--- src/rtl/cake_eat_ctrl.sv ---
// Cake life-cycle controller: places, validates, detects eats, keeps BCD score and regenerates.
// Optional CAKE_BONUS_EN: eats within BONUS_STEPS steps of placement score +2.
module cake_eat_ctrl #(
  parameter logic [11:0] X_MIN       = 12'd16,
  parameter logic [11:0] X_MAX       = 12'd624,
  parameter logic [11:0] Y_MIN       = 12'd16,
  parameter logic [11:0] Y_MAX       = 12'd464,
  parameter int          SETTLE_CYC  = 2,
  parameter int          MAX_RETRY   = 8,
  parameter int          BONUS_STEPS = 32
) (
  input  logic        clk,
  input  logic        rst_n,
  input  logic        step,
  input  logic [11:0] head_x,
  input  logic [11:0] head_y,
  input  logic [11:0] box_x,
  input  logic [11:0] box_y,
  output logic        drive,
  output logic [11:0] cake_x,
  output logic [11:0] cake_y,
  output logic        cake_valid,
  output logic        grow,
  output logic [15:0] score,
  output logic        busy
);

  typedef enum logic [2:0] {ST_BOOT, ST_IDLE, ST_REQ, ST_WAIT, ST_CHECK} state_t;

  state_t      state, state_nxt;
  logic [3:0]  settle_cnt, settle_nxt;
  logic [3:0]  retry_cnt, retry_nxt;
  logic [11:0] head_x_lat, head_y_lat;
  logic [11:0] cmp_x, cmp_y;
  logic [11:0] cake_x_nxt, cake_y_nxt;
  logic [15:0] score_nxt, score_inc1, score_inc2;
  logic        valid_nxt, drive_nxt, grow_nxt, busy_nxt;
  logic        eat, box_ok, add_two;

  // Saturating 4-digit BCD increment; 9999 holds.
  function automatic logic [15:0] bcd_inc(input logic [15:0] v);
    logic [15:0] r;
    logic        carry;
    r     = v;
    carry = 1'b1;
    if (v == 16'h9999) return v;
    for (int i = 0; i < 4; i++) begin
      if (carry) begin
        if (r[4*i +: 4] == 4'd9) begin
          r[4*i +: 4] = 4'd0;
        end else begin
          r[4*i +: 4] = r[4*i +: 4] + 4'd1;
          carry       = 1'b0;
        end
      end
    end
    return r;
  endfunction

  // A step in the CHECK cycle must be compared against the newest head.
  assign cmp_x  = step ? head_x : head_x_lat;
  assign cmp_y  = step ? head_y : head_y_lat;
  assign box_ok = (box_x >= X_MIN) && (box_x <= X_MAX) &&
                  (box_y >= Y_MIN) && (box_y <= Y_MAX) &&
                  !((box_x == cmp_x) && (box_y == cmp_y));
  assign eat    = (state == ST_IDLE) && step && cake_valid &&
                  (head_x == cake_x) && (head_y == cake_y);

  assign score_inc1 = bcd_inc(score);
  assign score_inc2 = bcd_inc(score_inc1);

`ifdef CAKE_BONUS_EN
  logic [5:0] step_cnt;

  assign add_two = ({26'd0, step_cnt} < 32'(BONUS_STEPS));

  always_ff @(posedge clk or negedge rst_n) begin
    if (!rst_n) begin
      step_cnt <= 6'd0;
    end else if (valid_nxt && !cake_valid) begin
      step_cnt <= 6'd0;
    end else if ((state == ST_IDLE) && step && (step_cnt != 6'd63)) begin
      step_cnt <= step_cnt + 6'd1;
    end
  end
`else
  assign add_two = 1'b0;
`endif

  always_comb begin
    state_nxt  = state;
    settle_nxt = settle_cnt;
    retry_nxt  = retry_cnt;
    cake_x_nxt = cake_x;
    cake_y_nxt = cake_y;
    valid_nxt  = cake_valid;
    score_nxt  = score;
    drive_nxt  = 1'b0;
    grow_nxt   = 1'b0;
    case (state)
      ST_BOOT: begin
        state_nxt = ST_REQ;
        drive_nxt = 1'b1;
      end
      ST_IDLE: begin
        if (eat) begin
          state_nxt = ST_REQ;
          drive_nxt = 1'b1;
          grow_nxt  = 1'b1;
          valid_nxt = 1'b0;
          score_nxt = add_two ? score_inc2 : score_inc1;
        end
      end
      ST_REQ: begin
        settle_nxt = 4'(SETTLE_CYC);
        state_nxt  = ST_WAIT;
      end
      ST_WAIT: begin
        settle_nxt = settle_cnt - 4'd1;
        if (settle_cnt <= 4'd1) state_nxt = ST_CHECK;
      end
      ST_CHECK: begin
        if (box_ok) begin
          cake_x_nxt = box_x;
          cake_y_nxt = box_y;
          valid_nxt  = 1'b1;
          retry_nxt  = 4'd0;
          state_nxt  = ST_IDLE;
        end else if (retry_cnt < 4'(MAX_RETRY - 1)) begin
          retry_nxt = retry_cnt + 4'd1;
          drive_nxt = 1'b1;
          state_nxt = ST_REQ;
        end else begin
          cake_x_nxt = X_MIN;
          cake_y_nxt = Y_MIN;
          valid_nxt  = 1'b1;
          retry_nxt  = 4'd0;
          state_nxt  = ST_IDLE;
        end
      end
      default: state_nxt = ST_BOOT;
    endcase
    busy_nxt = (state_nxt != ST_IDLE);
  end

  always_ff @(posedge clk or negedge rst_n) begin
    if (!rst_n) begin
      state      <= ST_BOOT;
      settle_cnt <= 4'd0;
      retry_cnt  <= 4'd0;
      head_x_lat <= 12'd0;
      head_y_lat <= 12'd0;
      cake_x     <= 12'd0;
      cake_y     <= 12'd0;
      cake_valid <= 1'b0;
      score      <= 16'h0000;
      drive      <= 1'b0;
      grow       <= 1'b0;
      busy       <= 1'b1;
    end else begin
      state      <= state_nxt;
      settle_cnt <= settle_nxt;
      retry_cnt  <= retry_nxt;
      if (step) begin
        head_x_lat <= head_x;
        head_y_lat <= head_y;
      end
      cake_x     <= cake_x_nxt;
      cake_y     <= cake_y_nxt;
      cake_valid <= valid_nxt;
      score      <= score_nxt;
      drive      <= drive_nxt;
      grow       <= grow_nxt;
      busy       <= busy_nxt;
    end
  end

endmodule

--- config.mk ---
export PLATFORM = sky130hd
export DESIGN_NAME = cake_eat_ctrl
export DESIGN_NICKNAME = d
export VERILOG_FILES = /design/src/rtl/cake_eat_ctrl.sv
export SDC_FILE = /design/constraint.sdc
export NUM_CORES = 1
export LEC_CHECK = 0
export CORE_ASPECT_RATIO = 1.2
export CORE_MARGIN = 2
export CORE_UTILIZATION = 45
export DETAILED_ROUTE_END_ITERATION = 10
export PLACE_DENSITY = 0.78
export SETUP_SLACK_MARGIN = 0.02
export SLEW_MARGIN = 20
export SYNTH_ARGS = -nofsm -noshare
export SYNTH_HDL_FRONTEND = slang
export SYNTH_SLANG_ARGS = --single-unit
--- constraint.sdc ---
create_clock -name clk -period 3.6 [get_ports clk]
set_clock_uncertainty 0.2 [all_clocks]
set_input_delay 0.72 -clock clk [delete_from_list [all_inputs] [get_ports clk]]
set_output_delay 0.72 -clock clk [all_outputs]
set_load 0.01 [all_outputs]
# Word-level counts from Yosys, hierarchy flattened
# Cells that the tools add are included.
[totals]
reg_bits = 79
latchBits = 0
ramBits = 0
rom_bits = 0
input_bits = 51
output_inout_bits = 44
word_cells = 106
n_memories = 0
[op_classes]
addsub = 6
mul = 0
div = 0
n_lt_le_gt_ge = 6
eq_ne = 18
shift = 0
mux = 39
bitwise = 0
reduce_logical = 22
[ops]
columns = ["operator", "count"]
rows = [
  ["$mux W12", 5],
  ["$eq A12 B12 Y1", 4],
  ["$mux W4", 9],
  ["$ge A12 B5 Y1 const B", 2],
  ["$add A4 B1 Y4 const B", 5],
  ["$eq A16 B16 Y1 const B", 1],
  ["$eq A4 B4 Y1 const B", 4],
  ["$mux W1", 16],
  ["$mux W16", 1],
  ["$pmux W3 S5", 1],
  ["$le A12 B10 Y1 const B", 1],
  ["$le A12 B9 Y1 const B", 1],
  ["$reduce_and A4 Y1", 3],
  ["$reduce_bool A2 Y1", 5],
  ["$logic_and A1 B1 Y1", 9],
  ["$pmux W4 S2", 1],
  ["$eq A3 B2 Y1 const B", 2],
  ["$mux W3", 2],
  ["$ne A2 B2 Y1 const B", 3],
  ["$reduce_and A3 Y1", 2],
  ["$le A4 B1 Y1 const B", 1],
  ["$lt A4 B3 Y1 const B", 1],
  ["$mux W2", 2],
  ["$sub A4 B1 Y4 const B", 1],
  ["other kinds (9)", 9],
]

# Logic depth before layout (Yosys ltp)
# Gate-level depths: netlist of run 1.
[logic_depth]
depth_word = 9
depth_mapped = 11
depth_no_buf = 7

# Worst setup path after synthesis of run 1
# Ideal clock, no wire load.
[synth_timing]
path_kind = "input-to-reg"
startpoint = "input port step"
endpoint = "register cake_x[0]"
setup_time_ns = 0.121
arrival_time_ns = 2.587
required_ns = 3.279
slack_ns = 0.692
cell_stages = 11
path_buffers = 4
path_cell_list = "buf_6 buf_8 mux2_4 xor2_1 nor4_1 and4_1 a31oi_4 and2_4 buf_6 buf_6 a22o_1"
[synth_between]
elab_chain_cells = 7
elab_cells_between_ends = 10
classes_between = "eq/ne: 3; mux: 3; reduce/logical: 4"
[synth_lines]
columns = ["item", "line_no", "text"]
rows = [
  ["start, declared", "14", "input logic step,"],
  ["$mux W12 (*)", "n/a", ""],
  ["named net cmp_y[8]", "34", "logic [11:0] cmp_x, cmp_y;"],
  ["$eq A12 B12 Y1 (*)", "65", "!((box_x == cmp_x) && (box_y == cmp_y));"],
  ["$logic_and A1 B1 Y1 (*)", "65", ""],
  ["$logic_not A1 Y1 (*)", "65", ""],
  ["$logic_and A1 B1 Y1 (*)", "64", "(box_y >= Y_MIN) && (box_y <= Y_MAX) &&"],
  ["$ne A2 B2 Y1 (no line)", "n/a", ""],
  ["$reduce_and A2 Y1 (no line)", "n/a", ""],
  ["end signal, assigned", "168", "cake_x <= cake_x_nxt;"],
  ["end, declared", "20", "output logic [11:0] cake_x,"],
]
# Mark *: on every way through the listed nets, which the timed path passes. The rest lies on a longest branch.
# A chain may end at the register's enable or synchronous reset.

# Final worst setup path of run 1
[layout_timing]
startpoint = "input port step"
endpoint = "register cake_x[7]"
# The elaborated chain is that of the path after synthesis.

==> implementation parameters, run 1 <==
Parameter                              Value

Outcome
  Result of the run    finished, final reports clean

Flow run
  Number of max-cap violations    0

Finish
  Filler Cells Inserted    725
  Share of cells above drive strength 1    0.105
  Antenna cells    0
  Area added between synthesis and finish    31.9%
  Total number of nets in the final design    490

Floorplanning
  Core region area    8520 µm²
  Top-Level Pins    between 90 and 100
  Die Y-Extent    106 µm
  Effective utilization at floorplan    0.460
  Overall die width    89.2 µm
  Site Rows    37
  Full die area    9470 µm²

Yosys
  Number of synthesized register bits    slightly below 80
  Mapped Cells    336
  Sequential share of the synthesized area    0.505
  Number of enable-type register cells in the synthesized netlist    0
  Post-synth top area cell    dfrtp_1
  Warnings, synthesis    0
  Most used flip-flop cell after synthesis    dfrtp_1
  Area contributors post-synth    dfrtp_1 50%, xor2_1 8.3%, a22o_1 4.5%, xnor2_1 4.0%, mux2_2 3.7%
  Share of synthesized flip-flops with an asynchronous set or reset    1.00
  Synth Net Count    390
  Most frequent cells after synthesis    78 x dfrtp_1, 37 x xor2_1, 23 x nand2_1
  Yosys top cell area share    0.498
  Average footprint of a synthesized cell    11.7 µm²
  Cell variety after synth    49
  Syn Std Cell Area    a little under 4000 µm²
  Most frequently used cell type in the post-synthesis netlist    dfrtp_1

Placed design
  Gp weighted congestion    about 0.84
  Post-DP HPWL    6.92 mm
  Number of port buffers    94

STA
  Post-layout minimum cycle time    roughly 3.2 ns
  Unrepaired setup endpoints after global routing    no
  Headroom to the max-slew limit    0.352
  Worst hold margin    a little under 0.3 ns
  Slew at the pin with the worst max-slew slack    between 0.9 and 1 ns
  Setup violations, final    0
  Sum of negative setup slack    0 ns
  Fin. max-slew vios    0
  Number of hold violations in the final report    0
  Share of the cycle needed by the critical path after routing    0.888
  FMAX    313 MHz

Critical path
  Arrival time at the worst endpoint    about 3.3 ns
  Largest fanout on the critical path    25
  CP cell instances    clkdlybuf4s50_1 -> buf_12 -> mux2_2 -> xor2_1 -> nor4_1 -> and4_1 -> a31oi_4 -> o21ai_4 -> buf_12 -> a22o_1
  Number of buffers and inverters on the critical path    3
  Category of the critical setup timing path    input port to flop
  Crit-path max cell delay    0.51 ns
  R2r setup slk    0.99 ns
  Required time of the critical path    about 3.7 ns
  Cell family with most CP delay    buffers and inverters
  Crit path launch type    input port
  Element type at the critical path end    flop
  Cell occurring most often along the worst timing path    buf_12
  Slowest library cell on the worst path    clkdlybuf4s50_1

Drt
  Detail-routed net length per standard cell    16.6 µm
  Drt first pass iters    4
  Via count    around 3000
  DR DRC count    0
  Detailed router's first-iteration violation count    roughly 150
  Number of vias per cell    5.35
  Post-DRT Antenna Nets    0
  Detailed Route WL    9.27 mm

Pwr
  Int Pwr    1.53 mW
  Psw    about 600 µW
  Power per unit of standard cell area    412 nW/µm²
  VDD IR-drop max    0.174 mV
  Share of power burned in registers    0.493
  Switching Share    0.280
  Combinational group share of total power    0.204
  Clock share of power    0.303
  Leak Pwr    2.25 nW

GRT
  Initial antenna violation count    0
  Vias in the first global route    2945
  Maximum number of pins on one net before global-route repair    80
  First-pass GRT wire length    14.4 mm
  Total gr overflow    0
  Total track usage    0.199

Clock tree
  TritonCTS clock tree    yes
  Clock sink count    79
  Quantity of gates resized following cts    0
  Number of buffers added to fix hold violations after cts    0
  Master cell of the clock root buffer    clkbuf_8
  Htree depth    3
  Number of post-CTS setup repair buffers    0
  Worst-skew pair later-pin latency    0.35 ns
  Deepest clock path buffer count    2
  Clock slew at reported path FFs    0.07 ns
  TritonCTS Buffers    9

Worst hold path
  Worst min-delay path category    flop to flop
-- power by group through the flow --
stage	clock network [mW]	registers (mW)	logic, mW
6_report	0.645	1.05	0.435
3_3_place_gp	0	1.06	0.420
2_1_floorplan	0	1.05	0.257
5_1_grt	0.692	1.06	0.482
4_1_cts	0.660	1.05	0.439
3_5_place_dp	0	1.06	0.437
-- registers in the layout, summed over array words and instances, names as in the netlist, 3 cells and up --
register,flops
state,3
head_y_lat,12
settle_cnt,4
retry_cnt,4
head_x_lat,12
cake_y,12
cake_x,12
score,16
-- routing by layer --
layer	share of wire	global-route usage	wire, µm
met4	0.017	0.0586	159
met3	0.048	0.0520	445
met2	0.51	0.335	4710
met5	0	0	0
met1	0.43	0.248	3960
-- through the flow --
stage	cell area, µm²	total power [mW]	std cells	utilization	worst slack, ns
finish	5160	2.13	557	0.606	0.404
global route	5160	2.23	557	0.606	0.260
CTS	5160	2.14	557	0.606	0.423
detailed placement	4970	1.50	542	0.584	0.0695
global placement	4970	1.48	542	0.584	0.115
floorplan	3920	1.31	336	-	0.692
-- final cells by class --
| type | instances | area, µm² | area share |
|---|---|---|---|
| clock buffer | 12 | 145 | 0.0281 |
| clock inverter | 3 | 43.8 | 0.00848 |
| inverter | 16 | 60.1 | 0.0116 |
| multi-input combinational | 233 | 1800 | 0.349 |
| sequential | 79 | 1980 | 0.383 |
| tap | 117 | 146 | 0.0283 |
| timing repair buffer | 97 | 986 | 0.191 |
-- path summary, 6_finish.rpt --
kind | from | end | cells past startpoint
min reg2reg | score[4]$_DFFE_PN0P_ | score[4]$_DFFE_PN0P_ | 1
min in group asynchronous | rst_n | score[2]$_DFFE_PN0P_ | 1
max | step | cake_x[7]$_DFFE_PN0P_ | 10
max reg2reg | cake_y[0]$_DFFE_PN0P_ | score[11]$_DFFE_PN0P_ | 8
max in group asynchronous | rst_n | head_x_lat[2]$_DFF_PN0_ | 1
min | score[4]$_DFFE_PN0P_ | score[4]$_DFFE_PN0P_ | 1
-- cell usage in the layout (no fill, tap or decap), types with 3 or more instances in the layout --
cell type,n
a21oi_1,3
a22o_1,20
and2_1,7
clkbuf_8,10
clkdlybuf4s50_1,93
dfrtp_1,78
ha_1,3
inv_1,16
mux2_1,6
mux2_2,13
mux2_4,7
nand2_1,23
nand2b_1,5
nand3_1,6
nand4_1,3
nor2_1,15
nor3_1,6
nor4_1,12
o21ai_0,9
o21ai_1,6
xnor2_1,18
xor2_1,37
-- kinds of logic (layout without fill, tap and decap cells) --
| kind of cell | Yosys count | in the layout | synth area share |
|---|---|---|---|
| muxes | 28 | 28 | 0.0866 |
| DFF | 79 | 79 | 0.505 |
| buffers and inverters | 24 | 128 | 0.0358 |
| adders and majority gates | 3 | 3 | 0.00959 |
| xor gates and xnor gates | 55 | 55 | 0.123 |
| and+or+nand+nor | 92 | 92 | 0.130 |
| AOI/OAI and AO/OA | 55 | 55 | 0.110 |
(Power assumes the default switching activity.)
==> inputs of run 2 (changes only) <==
--- a/config.mk
+++ b/config.mk
@@ -5,7 +5,6 @@
 export SDC_FILE = /design/constraint.sdc
 export NUM_CORES = 1
 export LEC_CHECK = 0
-export CORE_ASPECT_RATIO = 1.2
 export CORE_MARGIN = 2
 export CORE_UTILIZATION = 45
 export DETAILED_ROUTE_END_ITERATION = 10
==> run 2 against run 1 <==
Effect of this change: global-route usage fell by 0.10 points; setup slack got worse by 0.042 ns; sequential cell count did not move; maximum frequency fell by 1.3%; count of clock-buffer cells in the layout fell by 1; core utilization fell by 0.40 points; final area rose by 0.22%; via count fell by 2.5%; critical path depth did not move.
==> implementation parameters, run 2 (synthesis results as in run 1) <==
Parameter                              Value

STA
  Setup violations, final    0 (unchanged)
  Fin. max-slew vios    0 (unchanged)
  Headroom to the max-slew limit    0.351 (was 0.352)
  Unrepaired setup endpoints after global routing    no (unchanged)
  Post-layout minimum cycle time    3.24 ns (was 3.20 ns)
  Sum of negative setup slack    0 ns (unchanged)
  Share of the cycle needed by the critical path after routing    0.899 (was 0.888)
  Post-route worst setup slack    0.362 ns (was 0.404 ns)
  Worst hold margin    0.304 ns (was 0.294 ns)
  Number of hold violations in the final report    0 (unchanged)
  Slew at the pin with the worst max-slew slack    0.974 ns (was 0.972 ns)
  FMAX    309 MHz (was 313 MHz)

Floorplanning
  Overall die width    97.3 µm (was 89.2 µm)
  Top-Level Pins    95 (unchanged)
  Site Rows    34 (was 37)
  Die Y-Extent    97.3 µm (was 106 µm)
  Full die area    9470 µm² (about the same)
  Core region area    8590 µm² (was 8520 µm²)
  Effective utilization at floorplan    0.456 (was 0.460)

Critical path
  Arrival time at the worst endpoint    3.26 ns (was 3.28 ns)
  Slowest library cell on the worst path    clkdlybuf4s50_1 (unchanged)
  Largest fanout on the critical path    25 (unchanged)
  Cell occurring most often along the worst timing path    buf_12 (unchanged)
  Required time of the critical path    3.62 ns (was 3.68 ns)
  Number of buffers and inverters on the critical path    3 (unchanged)
  Depth of the worst register-to-register path    8 (unchanged)
  Worst R2R Start    cake_y[4]$_DFFE_PN0P_ (was cake_y[0]$_DFFE_PN0P_)
  Launching element of the worst setup path    step (unchanged)
  Category of the critical setup timing path    input port to flop (unchanged)
  Crit-path max cell delay    0.50 ns (was 0.51 ns)
  Number of cells on the critical path    10 (unchanged)
  CP cell instances    clkdlybuf4s50_1 -> buf_12 -> mux2_2 -> xor2_1 -> nor4_1 -> and4_1 -> a31oi_4 -> o21ai_4 -> buf_12 -> a22oi_2 (was clkdlybuf4s50_1 -> buf_12 -> mux2_2 -> xor2_1 -> nor4_1 -> and4_1 -> a31oi_4 -> o21ai_4 -> buf_12 -> a22o_1)
  R2r setup slk    0.96 ns (was 0.99 ns)
  Critical Path End    cake_y[4]$_DFFE_PN0P_ (was cake_x[7]$_DFFE_PN0P_)
  Cell family with most CP delay    buffers and inverters (unchanged)
  Crit path launch type    input port (unchanged)
  Element type at the critical path end    flop (unchanged)
  End of the worst register-to-register path    score[12]$_DFFE_PN0P_ (was score[11]$_DFFE_PN0P_)

Outcome
  Result of the run    finished, final reports clean (unchanged)

Clock tree
  TritonCTS Buffers    9 (unchanged)
  Number of post-CTS setup repair buffers    0 (unchanged)
  Quantity of gates resized following cts    0 (unchanged)
  Number of buffers added to fix hold violations after cts    0 (unchanged)
  TritonCTS clock tree    yes (unchanged)
  Clock sink count    79 (unchanged)
  Worst-skew pair later-pin latency    0.34 ns (was 0.35 ns)
  Clock slew at reported path FFs    0.08 ns (was 0.07 ns)
  Deepest clock path buffer count    2 (unchanged)
  Master cell of the clock root buffer    clkbuf_8 (unchanged)
  Htree depth    3 (unchanged)

Drt
  DR DRC count    0 (unchanged)
  Via count    2906 (was 2981)
  Detailed router's first-iteration violation count    101 (was 154)
  Drt first pass iters    4 (unchanged)
  Detail-routed net length per standard cell    16.4 µm (was 16.6 µm)
  Post-DRT Antenna Nets    0 (unchanged)
  Detailed Route WL    8.97 mm (was 9.27 mm)
  Number of vias per cell    5.30 (was 5.35)

Placed design
  DP Worst Slack    0.0261 ns (was 0.0695 ns)
  Post-DP HPWL    6.70 mm (was 6.92 mm)
  Number of port buffers    94 (unchanged)
  Gp weighted congestion    0.856 (was 0.839)
  Cell area reported after detailed placement    4960 µm² (was 4970 µm²)

Pwr
  Leak Pwr    2.27 nW (was 2.25 nW)
  Power per unit of standard cell area    423 nW/µm² (was 412 nW/µm²)
  VDD IR-drop max    0.222 mV (was 0.174 mV)

Finish
  Area used by multi-input combinational logic    1800 µm² (unchanged)
  Total number of nets in the final design    490 (unchanged)
  Top register by number of flip-flops    score (unchanged)
  Leading cell type in the layout, fill and taps excluded    clkdlybuf4s50_1 (unchanged)
  Storage element area    1980 µm² (unchanged)
  Final standard cell area without fillers    5170 µm² (was 5160 µm²)
  Filler Cells Inserted    703 (was 725)
  Share of cells above drive strength 1    0.107 (was 0.105)
  Commonest non-fill, non-tap cells in the layout    93 x clkdlybuf4s50_1, 78 x dfrtp_1, 37 x xor2_1, 23 x nand2_1, 20 x a22o_1 (unchanged)
  Area added between synthesis and finish    32.1% (was 31.9%)
  Antenna cells    0 (unchanged)
  Number of flip-flops in the largest register    16 (unchanged)

GRT
  Initial antenna violation count    0 (unchanged)
  Total gr overflow    0 (unchanged)
  First-pass GRT wire length    14.8 mm (was 14.4 mm)
  Maximum number of pins on one net before global-route repair    80 (unchanged)
  Total track usage    0.198 (was 0.199)
  Vias in the first global route    2944 (was 2945)

Worst hold path
  Worst min-delay path category    flop to flop (unchanged)

Flow run
  Number of max-cap violations    0 (unchanged)
[run 2: cell types whose count changed in the layout (fill, tap and decap cells not counted), sizes merged]
cell,before,now
bufinv,1,2
clkbuf,12,11
[run 2: worst min-delay path by stage]
stage | start | endpoint | slack [ns] | cells past startpoint
floorplan | rst_n | cake_valid$_DFFE_PN0P_ | 0.22 | 0
global placement | score[4]$_DFFE_PN0P_ | score[4]$_DFFE_PN0P_ | 0.28 | 1
detailed placement | head_x_lat[0]$_DFF_PN0_ | head_x_lat[0]$_DFF_PN0_ | 0.29 | 1
CTS | head_x_lat[0]$_DFF_PN0_ | head_x_lat[0]$_DFF_PN0_ | 0.31 | 1
global route | head_y_lat[8]$_DFF_PN0_ | head_y_lat[8]$_DFF_PN0_ | 0.32 | 1
finish | head_y_lat[8]$_DFF_PN0_ | head_y_lat[8]$_DFF_PN0_ | 0.30 | 1
[run 2: per-stage QoR]
stage	power, mW	utilization	cells
floorplan	1.31	-	336
global placement	1.48	0.578	533
detailed placement	1.49	0.578	533
CTS	2.20	0.602	548
global route	2.31	0.602	548
finish	2.19	0.602	548
[run 2: layout make-up]
cell class / count / share of cell area
clock buffers: 11 / 0.0273
clock inverters: 4 / 0.0135
inverters: 16 / 0.0116
multi-input cells: 233 / 0.349
flip-flops and latches: 79 / 0.382
well taps: 108 / 0.0261
repair buffers: 97 / 0.191
[run 2: routing by layer]
metal	share of wire	track usage	vias up
li1	-	-	1383
met1	0.46	0.265	1405
met2	0.47	0.319	99
met3	0.055	0.0496	19
met4	0.022	0.0630	0
met5	0	0	-
[run 2: where the power goes]
| part | total [mW] | internal [mW] | switching (mW) |
|---|---|---|---|
| Clock | 0.711 | 0.404 | 0.307 |
| Sequential | 1.05 | 0.979 | 0.0680 |
| Combinational | 0.428 | 0.218 | 0.210 |
| Total | 2.19 | 1.60 | 0.586 |
